<file path="config.mk">
export PLATFORM = sky130hd
export DESIGN_NAME = keypad_scanner
export DESIGN_NICKNAME = d
export VERILOG_FILES = /design/src/rtl/keypad_scanner.sv
export SDC_FILE = /design/constraint.sdc
export NUM_CORES = 1
export LEC_CHECK = 0
export BUFFER_PORTS_ARGS = -buffer_cell sky130_fd_sc_hd__buf_4
export CORE_MARGIN = 10
export CORE_UTILIZATION = 53
export CTS_BUF_LIST = sky130_fd_sc_hd__clkbuf_16
export DETAILED_ROUTE_END_ITERATION = 10
export PLACE_DENSITY = 0.77
export SLEW_MARGIN = 40
export SYNTH_ARGS = -nofsm -noshare
export SYNTH_HDL_FRONTEND = slang
export SYNTH_SLANG_ARGS = --single-unit
export TNS_END_PERCENT = 30
</file>
<file path="constraint.sdc">
create_clock -name clk -period 2.8 [get_ports clk]
set_input_delay 0.14 -clock clk [delete_from_list [all_inputs] [get_ports clk]]
set_output_delay 0.14 -clock clk [all_outputs]
set_load 0.1 [all_outputs]
</file>
<file path="src/rtl/keypad_scanner.sv">
// Front-end input stage: scans a 4x4 active-low keypad, debounces the key code
// and the raw start button per scan frame, and emits clean levels and strobes.
module keypad_scanner #(
  parameter int unsigned SCAN_DIV = 1000,
  parameter int unsigned DEBOUNCE = 4
) (
  input  logic       clk,
  input  logic       rst,
  input  logic [3:0] row_in,
  input  logic       start_btn,
  output logic [3:0] col_out,
  output logic [3:0] key,
  output logic       key_valid,
  output logic       c
);

  localparam int unsigned SW = $clog2(SCAN_DIV);
  localparam int unsigned DW = $clog2(DEBOUNCE + 1);
  localparam logic [SW-1:0] SLOT_LAST = SW'(SCAN_DIV - 1);
  localparam logic [DW-1:0] CNT_MAX   = DW'(DEBOUNCE);
  localparam logic [3:0]    NO_KEY    = 4'hF;

  logic [3:0]    row_s1_q, row_s2_q;
  logic          start_s1_q, start_s2_q;
  logic [SW-1:0] slot_q, slot_d;
  logic [1:0]    col_q, col_d;
  logic [3:0]    col_out_q;
  logic [3:0]    acc_q, acc_d;
  logic [3:0]    key_prev_q, key_prev_d;
  logic [DW-1:0] key_cnt_q, key_cnt_d;
  logic [3:0]    key_q, key_d;
  logic          key_valid_q, key_valid_d;
  logic          st_prev_q, st_prev_d;
  logic [DW-1:0] st_cnt_q, st_cnt_d;
  logic          st_db_q, st_db_d;
  logic          c_q, c_d;

  logic          sample, frame_end;
  logic [3:0]    masked_rows, col_code, frame_raw;

  always_comb begin
    sample    = (slot_q == SLOT_LAST);
    frame_end = sample && (col_q == 2'd3);

    // Row 3 of column 3 would encode 4'hF, which is reserved for "no key".
    masked_rows = row_s2_q | ((col_q == 2'd3) ? 4'b1000 : 4'b0000);
    casez (masked_rows)
      4'b???0: col_code = {2'd0, col_q};
      4'b??01: col_code = {2'd1, col_q};
      4'b?011: col_code = {2'd2, col_q};
      4'b0111: col_code = {2'd3, col_q};
      default: col_code = NO_KEY;
    endcase
    frame_raw = (col_code < acc_q) ? col_code : acc_q;

    slot_d      = sample ? '0 : slot_q + SW'(1);
    col_d       = sample ? col_q + 2'd1 : col_q;
    acc_d       = acc_q;
    key_prev_d  = key_prev_q;
    key_cnt_d   = key_cnt_q;
    key_d       = key_q;
    key_valid_d = 1'b0;
    st_prev_d   = st_prev_q;
    st_cnt_d    = st_cnt_q;
    st_db_d     = st_db_q;
    c_d         = 1'b0;

    if (sample) begin
      acc_d = frame_end ? NO_KEY : frame_raw;
    end

    if (frame_end) begin
      if (frame_raw == key_prev_q) begin
        if (key_cnt_q != CNT_MAX) key_cnt_d = key_cnt_q + DW'(1);
      end else begin
        key_cnt_d  = DW'(1);
        key_prev_d = frame_raw;
      end
      if (key_cnt_d == CNT_MAX && frame_raw != key_q) begin
        key_d       = frame_raw;
        key_valid_d = (frame_raw != NO_KEY);
      end

      if (start_s2_q == st_prev_q) begin
        if (st_cnt_q != CNT_MAX) st_cnt_d = st_cnt_q + DW'(1);
      end else begin
        st_cnt_d  = DW'(1);
        st_prev_d = start_s2_q;
      end
      if (st_cnt_d == CNT_MAX && start_s2_q != st_db_q) begin
        st_db_d = start_s2_q;
        c_d     = start_s2_q;
      end
    end
  end

  always_ff @(posedge clk) begin
    if (rst) begin
      row_s1_q    <= '1;
      row_s2_q    <= '1;
      start_s1_q  <= 1'b0;
      start_s2_q  <= 1'b0;
      slot_q      <= '0;
      col_q       <= '0;
      col_out_q   <= 4'b1110;
      acc_q       <= NO_KEY;
      key_prev_q  <= NO_KEY;
      key_cnt_q   <= '0;
      key_q       <= NO_KEY;
      key_valid_q <= 1'b0;
      st_prev_q   <= 1'b0;
      st_cnt_q    <= '0;
      st_db_q     <= 1'b0;
      c_q         <= 1'b0;
    end else begin
      row_s1_q    <= row_in;
      row_s2_q    <= row_s1_q;
      start_s1_q  <= start_btn;
      start_s2_q  <= start_s1_q;
      slot_q      <= slot_d;
      col_q       <= col_d;
      col_out_q   <= ~(4'b0001 << col_d);
      acc_q       <= acc_d;
      key_prev_q  <= key_prev_d;
      key_cnt_q   <= key_cnt_d;
      key_q       <= key_d;
      key_valid_q <= key_valid_d;
      st_prev_q   <= st_prev_d;
      st_cnt_q    <= st_cnt_d;
      st_db_q     <= st_db_d;
      c_q         <= c_d;
    end
  end

  assign col_out   = col_out_q;
  assign key       = key_q;
  assign key_valid = key_valid_q;
  assign c         = c_q;

endmodule
</file>
==> impl_metrics.toml, run 1 <==
[route]
firstDrtPassIters = 4
viasPerCell = 5.624
totalWireLength_um = 4751
num_vias = 1929
wl_per_cell_um = 13.85
drc = 0
drtIter0Drc = 59
ant_nets = 0

[setup_path]
critPathCaptureType = "flip-flop"
critical_path.slowest_cell = "a2111o_1"
worstPathRequired_ns = 2.95
path_max_fanout = 4
reg2reg_to = "key[1]"
criticalPathCategory = "flip-flop to flip-flop"
worst_path_most_repeated_cell = "ha_4"
r2r_cells = 11
crit_path_start_kind = "flip-flop"
max_stage_delay_ns = 0.47
crit_start = "col_q[1]"
timing.rr.start = "col_q[1]"
r2r_slack_ns = -0.22
crit_path_cell_trace = "ha_4 -> o2111ai_4 -> nand2b_1 -> ha_4 -> o211ai_1 -> a41o_1 -> and3_4 -> or3_4 -> a2111o_1 -> o31ai_1 -> nand3_1"
critPathArrivalTime_ns = 3.17

[pwr]
leakage_nw = 1.088
switchingPower_mw = 0.3420
internal_power_mw = 1.101
swShare_pct = 23.70
p_clk_share_pct = 39.9
p_comb_share_pct = 11.6
seqPwrFrac_pct = 48.5
peakVddDrop_mv = 0.4824
pwr_density_cell_nw_per_um2 = 513.5

[clock_tree]
clock-sinks = 48
holdBufCountCts = 0
cts_buffers = 5
cts_max_path_buffers = 2
htreeDepth = 2
clockRootBuffer = "clkbuf_16"
clk_pin_slew_ns = 0.06
cts_tree = "done"
worstSkewPairLatency_ns = 0.29

[place]
routabilityCongestion = 0.8885
place_area_um2 = 2566
port_buffers = 16
dpl.hpwl_um = 3319
place_ws_ns = -0.1739

[sta]
fmax_mhz = 331.0
rsz0062_at_grt = "true"
fin_setup_tns_ns = -1.152
finClkSkew_ns = 0.002297
final_max_slew_viol_count = 0
period_needed_ns = 3.021
fin_ws_ns = -0.2211
timing.hold.ws_ns = 0.03188
slew_headroom_pct = 70.99
finalCritPeriodShare_pct = 107.9
hold_viol = 0
worstMarginPinSlew_ns = 0.4347
setup_viol = 9

[logic_synthesis]
syn-cell-area_um2 = 2237
netlist_instances = 254
synthArstFlopShare_pct = 0
synth.distinct_cells = 50
synth_flop_cell = "dfxtp_1"
yosysSeqAreaShare_pct = 42.95
syn_nets = 271
ys_warn_count = 0
synth-edff-count = 0
syn_avg_cell_area_um2 = 8.808
synth-seq-cells = 48

[finish]
diodes = 0
final_nets = 309
drive_above_1_share_pct = 25.60
area_delta_synth_final_pct = 25.62
design_area_um2 = 2810

[run]
maxCapViolCount = 0

[floorplan]
die_h_um = 84.97
die_x_um = 84.97
coreArea_um2 = 4029
row_count = 23
start_util_pct = 55.53
dieArea_um2 = 7220
ios = 17

[global_route]
overflow = 0
grt_pass1_wl_um = 8259
antenna_found_initial = 0
grt_use_total_pct = 13.24
first_global_vias = 1923
grt_max_degree = 26

[run_status]
violations = "negative setup slack"
status = "finished, violations left"

[hold_path]
min_to = "row_s1_q[3]"
hold_depth = 2
hold_start = "row_in[3]"
min_path_type = "input port to flip-flop"
==> cells in the mapped netlist, types with 2 or more instances <==
library cell,instances,area share (%)
a31oi_1,3,0.84
clkbuf_1,8,1.3
xor2_1,5,2.0
a21oi_1,15,3.4
nor4_1,2,0.56
nor2_1,24,4.0
o21ai_0,7,1.6
dfxtp_1,48,43
ha_1,10,5.6
nand4_1,4,1.1
and3_1,2,0.56
nand3b_1,5,1.7
nor2b_1,2,0.56
o211ai_1,2,0.67
o22ai_1,3,0.84
mux2_2,2,1.0
xnor2_1,10,3.9
or2_2,9,2.5
and2_1,3,0.84
nand2b_1,2,0.56
o31ai_1,3,1.0
inv_1,13,2.2
a211oi_2,2,1.1
nand2_1,23,3.9
nor3_1,6,1.3
nand3_1,17,3.8
==> state kept, by name (all words and copies together) (netlist names) <==
name        cells
col_out         4
key_valid       1
row_s1_q        4
start_s2_q      1
st_db_q         1
start_s1_q      1
slot_q         10
key_cnt_q       3
key_prev_q      4
row_s2_q        4
c               1
st_cnt_q        3
col_q           2
st_prev_q       1
key             4
acc_q           4
==> kinds of logic (layout without fill, tap and decap cells) <==
| family | after synthesis | after routing | share of synthesized area (%) |
|---|---|---|---|
| buf+inv | 21 | 60 | 3.524 |
| flops | 48 | 48 | 42.95 |
| mux | 3 | 3 | 1.454 |
| xor+xnor | 15 | 15 | 5.872 |
| compound gates | 48 | 48 | 15.16 |
| fa+ha+maj | 10 | 10 | 5.593 |
| simple gates | 109 | 109 | 25.45 |
==> power groups by stage <==
stage | logic (mW) | clock network (mW) | registers [mW]
finish | 0.167 | 0.576 | 0.699
global route | 0.185 | 0.605 | 0.700
CTS | 0.155 | 0.584 | 0.700
detailed placement | 0.145 | 0 | 0.715
global placement | 0.142 | 0 | 0.714
floorplan | 0.0881 | 0 | 0.714
==> cells in the final DEF, fill, tap and decap left out, types with 2 or more instances in the layout <==
cell,Yosys,layout
nor4_2,0,2
nor2_1,24,24
a31oi_1,3,3
buf_4,0,39
o211ai_1,2,2
clkinvlp_4,0,2
o31ai_2,0,2
ha_1,10,8
mux2_2,2,2
and2_1,3,3
o21ai_0,7,6
nor3_1,6,6
nand3b_1,5,5
dfxtp_1,48,46
nand4_1,4,4
o21ai_1,1,2
xor2_1,5,4
nand3_1,17,17
or2_2,9,9
a21oi_1,15,13
and3_1,2,2
nor2b_1,2,2
dfxtp_2,0,2
nand2b_1,2,2
a211oi_4,0,2
o22ai_1,3,3
clkbuf_16,0,5
nand2_1,23,23
a21oi_2,0,2
xnor2_1,10,10
inv_1,13,13
ha_4,0,2
==> routing by layer <==
| metal | part of all wire [%] | vias up | global-route usage [%] |
|---|---|---|---|
| met5 | 0 | - | 0 |
| met4 | 1.8 | 0 | 5.988 |
| met3 | 5.3 | 7 | 4.207 |
| met2 | 49 | 40 | 22.62 |
| met1 | 43 | 914 | 14.59 |
| li1 | - | 968 | - |
==> layout make-up <==
class	instances	area, µm²
multi-input combinational	185	1299
fill	316	1219
sequential	48	963.4
timing repair buffer	39	292.8
clock buffer	5	125.1
tap	50	62.56
inverter	13	48.80
clock inverter	3	18.77
==> worst max-delay path by stage <==
stage | slack [ns] | end
after floorplan | -0.10 | key[2]
after global routing | -0.36 | key[2]
after global placement | -0.13 | key[2]
after CTS | -0.18 | key[3]
final | -0.22 | key[1]
after detailed placement | -0.17 | key[2]
==> worst max-delay path, delay by kind of cell (launching register included) <==
kind | cells | cell delay (ns)
compound gates | 5 | 1.30
fa+ha+maj | 2 | 0.45
flops | 1 | 0.34
simple gates | 4 | 0.79
==> repair_timing <==
item,4_1_cts,5_1_grt
setup buffers,4,0
resized for setup,2,9
setup endpoints to repair,8,9
pin swaps,10,10
==> through the flow <==
stage / utilization [%] / std cells / total power [mW]
6_report: 69.75 / 343 / 1.443
3_5_place_dp: 63.70 / 331 / 0.8601
5_1_grt: 69.75 / 343 / 1.490
2_1_floorplan: - / 254 / 0.8016
3_3_place_gp: 63.70 / 331 / 0.8564
4_1_cts: 68.20 / 343 / 1.439
Note: power is estimated with default switching activity, not from simulation.
==> run 2, diff against run 1 <==
ABC_AREA = 1   (was not set)
CORE_UTILIZATION = 54   (was 53)
PLACE_DENSITY = 0.78   (was 0.77)
==> impl_metrics.toml, run 2 <==
[logic_synthesis]
synthArstFlopShare_pct = 0
syn_nets = 319
synth.distinct_cells = 36
synth_flop_cell = "dfxtp_1"
synth-seq-cells = 48
syn-cell-area_um2 = 2381
synth-edff-count = 0
ys_warn_count = 0
ys_top_cells_by_count = "51 x inv_1, 49 x nand2_1, 48 x dfxtp_1"
yosysTopAreaCell = "dfxtp_1"
synth_top_area_share_pct = 40.36
netlist_instances = 302
yosys-top-cells-area = "dfxtp_1 40%, inv_1 8.0%, nand2_1 7.7%"
syn_avg_cell_area_um2 = 7.884
synth.most_common_cell = "inv_1"
yosysSeqAreaShare_pct = 40.36

[sta]
fin_ws_ns = 0.2120
worstMarginPinSlew_ns = 0.6454
fmax_mhz = 386.4
hold_viol = 0
final_max_slew_viol_count = 0
slew_headroom_pct = 56.97
finalCritPeriodShare_pct = 92.43
fin_setup_tns_ns = 0
period_needed_ns = 2.588
setup_viol = 0
timing.hold.ws_ns = 0.03499
rsz0062_at_grt = "true"
finClkSkew_ns = 0.007019

[global_route]
first_global_vias = 1957
antenna_found_initial = 0
overflow = 0
grt_max_degree = 21
grt_pass1_wl_um = 8500
grt_use_total_pct = 13.68

[route]
firstDrtPassIters = 4
ant_nets = 0
wl_per_cell_um = 13.14
viasPerCell = 5.234
num_vias = 1968
drc = 0
totalWireLength_um = 4939
drtIter0Drc = 121

[place]
place_inst = 366
dpl.hpwl_um = 3521
routabilityCongestion = 0.8814
port_buffers = 16
place_area_um2 = 2551
place_ws_ns = 0.1804

[pwr]
leakage_nw = 1.303
peakVddDrop_mv = 0.4612
finalPower_mw = 1.540
pwr_density_cell_nw_per_um2 = 549.9

[finish]
final_common_cell = "inv_1"
area_delta_synth_final_pct = 17.66
final_core_util_pct = 64.79
fillers = 352
drive_above_1_share_pct = 25.00
regMostFlops = "slot_q"
largest_register_ffs = 10
diodes = 0
fin_cells = 376
layout_common_cells = "51 x inv_1, 47 x dfxtp_1, 45 x nand2_1"
final_nets = 340
design_area_um2 = 2801

[floorplan]
dieArea_um2 = 7465
die_x_um = 86.40
row_count = 24
coreArea_um2 = 4324
ios = 17
start_util_pct = 55.06
die_h_um = 86.40

[setup_path]
critical_path.slowest_cell = "dfxtp_2"
r2r_cells = 20
criticalPathCategory = "flip-flop to flip-flop"
reg2reg_to = "key[3]"
crit_path_cell_trace = "ha_2 -> clkinv_2 -> nand2_2 -> nand2_2 -> inv_1 -> nor2_2 -> inv_1 -> ha_1 -> nand2_2 -> nand2_2 -> nand2_4 -> nand3_2 -> nand2_2 -> nand2_1 -> nand2_1 -> nor2_1 -> a21oi_4 -> nand3_4 -> nand2_1 -> nand3_1"
critPathArrivalTime_ns = 2.75
crit_path_start_kind = "flip-flop"
max_stage_delay_ns = 0.34
worstPathRequired_ns = 2.96
critPathCaptureType = "flip-flop"
r2r_slack_ns = 0.21
timing.rr.start = "col_q[0]"
cp.depth = 20
critPathTopFamily = "simple AND/OR/NAND/NOR gates"
crit_start = "col_q[0]"
endpoint = "key[3]"
path_max_fanout = 7
path_buf_inv = 3
worst_path_most_repeated_cell = "nand2_2"

[clock_tree]
clockRootBuffer = "clkbuf_16"
worstSkewPairLatency_ns = 0.29
clock-sinks = 48
clk_pin_slew_ns = 0.07
cts_buffers = 5
htreeDepth = 2
cts_max_path_buffers = 2
cts_tree = "done"

[hold_path]
min_path_type = "input port to flip-flop"

[run_status]
status = "completed"

[run]
maxCapViolCount = 0
## run 2: cells by family (layout without fill, tap and decap cells)
| kind of cell | after synthesis | in the layout | share of synthesized area, % |
|---|---|---|---|
| AO/OA/AOI/OAI | 33 | 33 | 8.776 |
| adder cells (fa/ha/maj) | 10 | 10 | 5.255 |
| buffers and inverters | 57 | 79 | 9.038 |
| flip-flops | 48 | 48 | 40.36 |
| AND/OR/NAND/NOR | 145 | 145 | 33.26 |
| XOR/XNOR | 9 | 9 | 3.311 |
## run 2: layout make-up
| type | instances | area, µm² | share of cell area, % |
|---|---|---|---|
| multi-input combinational | 197 | 1271 | 45.38 |
| inverter | 53 | 200.2 | 7.146 |
| tap | 52 | 65.06 | 2.322 |
| clock buffer | 5 | 125.1 | 4.466 |
| clock inverter | 3 | 42.54 | 1.519 |
| timing repair buffer | 18 | 135.1 | 4.824 |
| sequential | 48 | 962.2 | 34.35 |
## run 2: worst min-delay path by stage
| stage | slack [ns] | to | cells past startpoint | from |
|---|---|---|---|---|
| detailed placement | 0.33 | row_s1_q[0] | 2 | row_in[0] |
| floorplan | 0.24 | row_s1_q[0] | 1 | row_in[0] |
| global route | 0.04 | row_s1_q[0] | 2 | row_in[0] |
| finish | 0.03 | row_s1_q[3] | 2 | row_in[3] |
| global placement | 0.32 | row_s1_q[1] | 2 | row_in[1] |
| CTS | 0.03 | row_s1_q[0] | 2 | row_in[0] |
## run 2: worst register-to-register path, stage by stage (launching register included)
cell and delay [ns]:
dfxtp_2 0.34, ha_2 0.19, clkinv_2 0.07, nand2_2 0.05
nand2_2 0.07, inv_1 0.07, nor2_2 0.13, inv_1 0.08
ha_1 0.28, nand2_2 0.07, nand2_2 0.06, nand2_4 0.14
nand3_2 0.12, nand2_2 0.14, nand2_1 0.06, nand2_1 0.06
nor2_1 0.06, a21oi_4 0.22, nand3_4 0.12, nand2_1 0.07
nand3_1 0.06
## run 2: what timing repair did
action / CTS / global route
resized for setup: 0 / 17
buffers inserted: 0 / 2
setup endpoints to repair: 0 / 9
hold buffers: 0 / 0
## run 2: report_power, final
part           switching (mW)  leakage (nW)  internal (mW)
Sequential            0.00499         0.391          0.693
Combinational           0.112         0.831         0.0592
Clock                   0.252        0.0814          0.419
## run 2: routing by layer
metal / up-vias / track usage [%] / wire length, µm
met5: - / 0 / 0
met4: 0 / 5.596 / 80
met3: 9 / 3.940 / 250
met2: 41 / 22.21 / 2316
met1: 908 / 16.51 / 2291
li1: 1010 / - / -
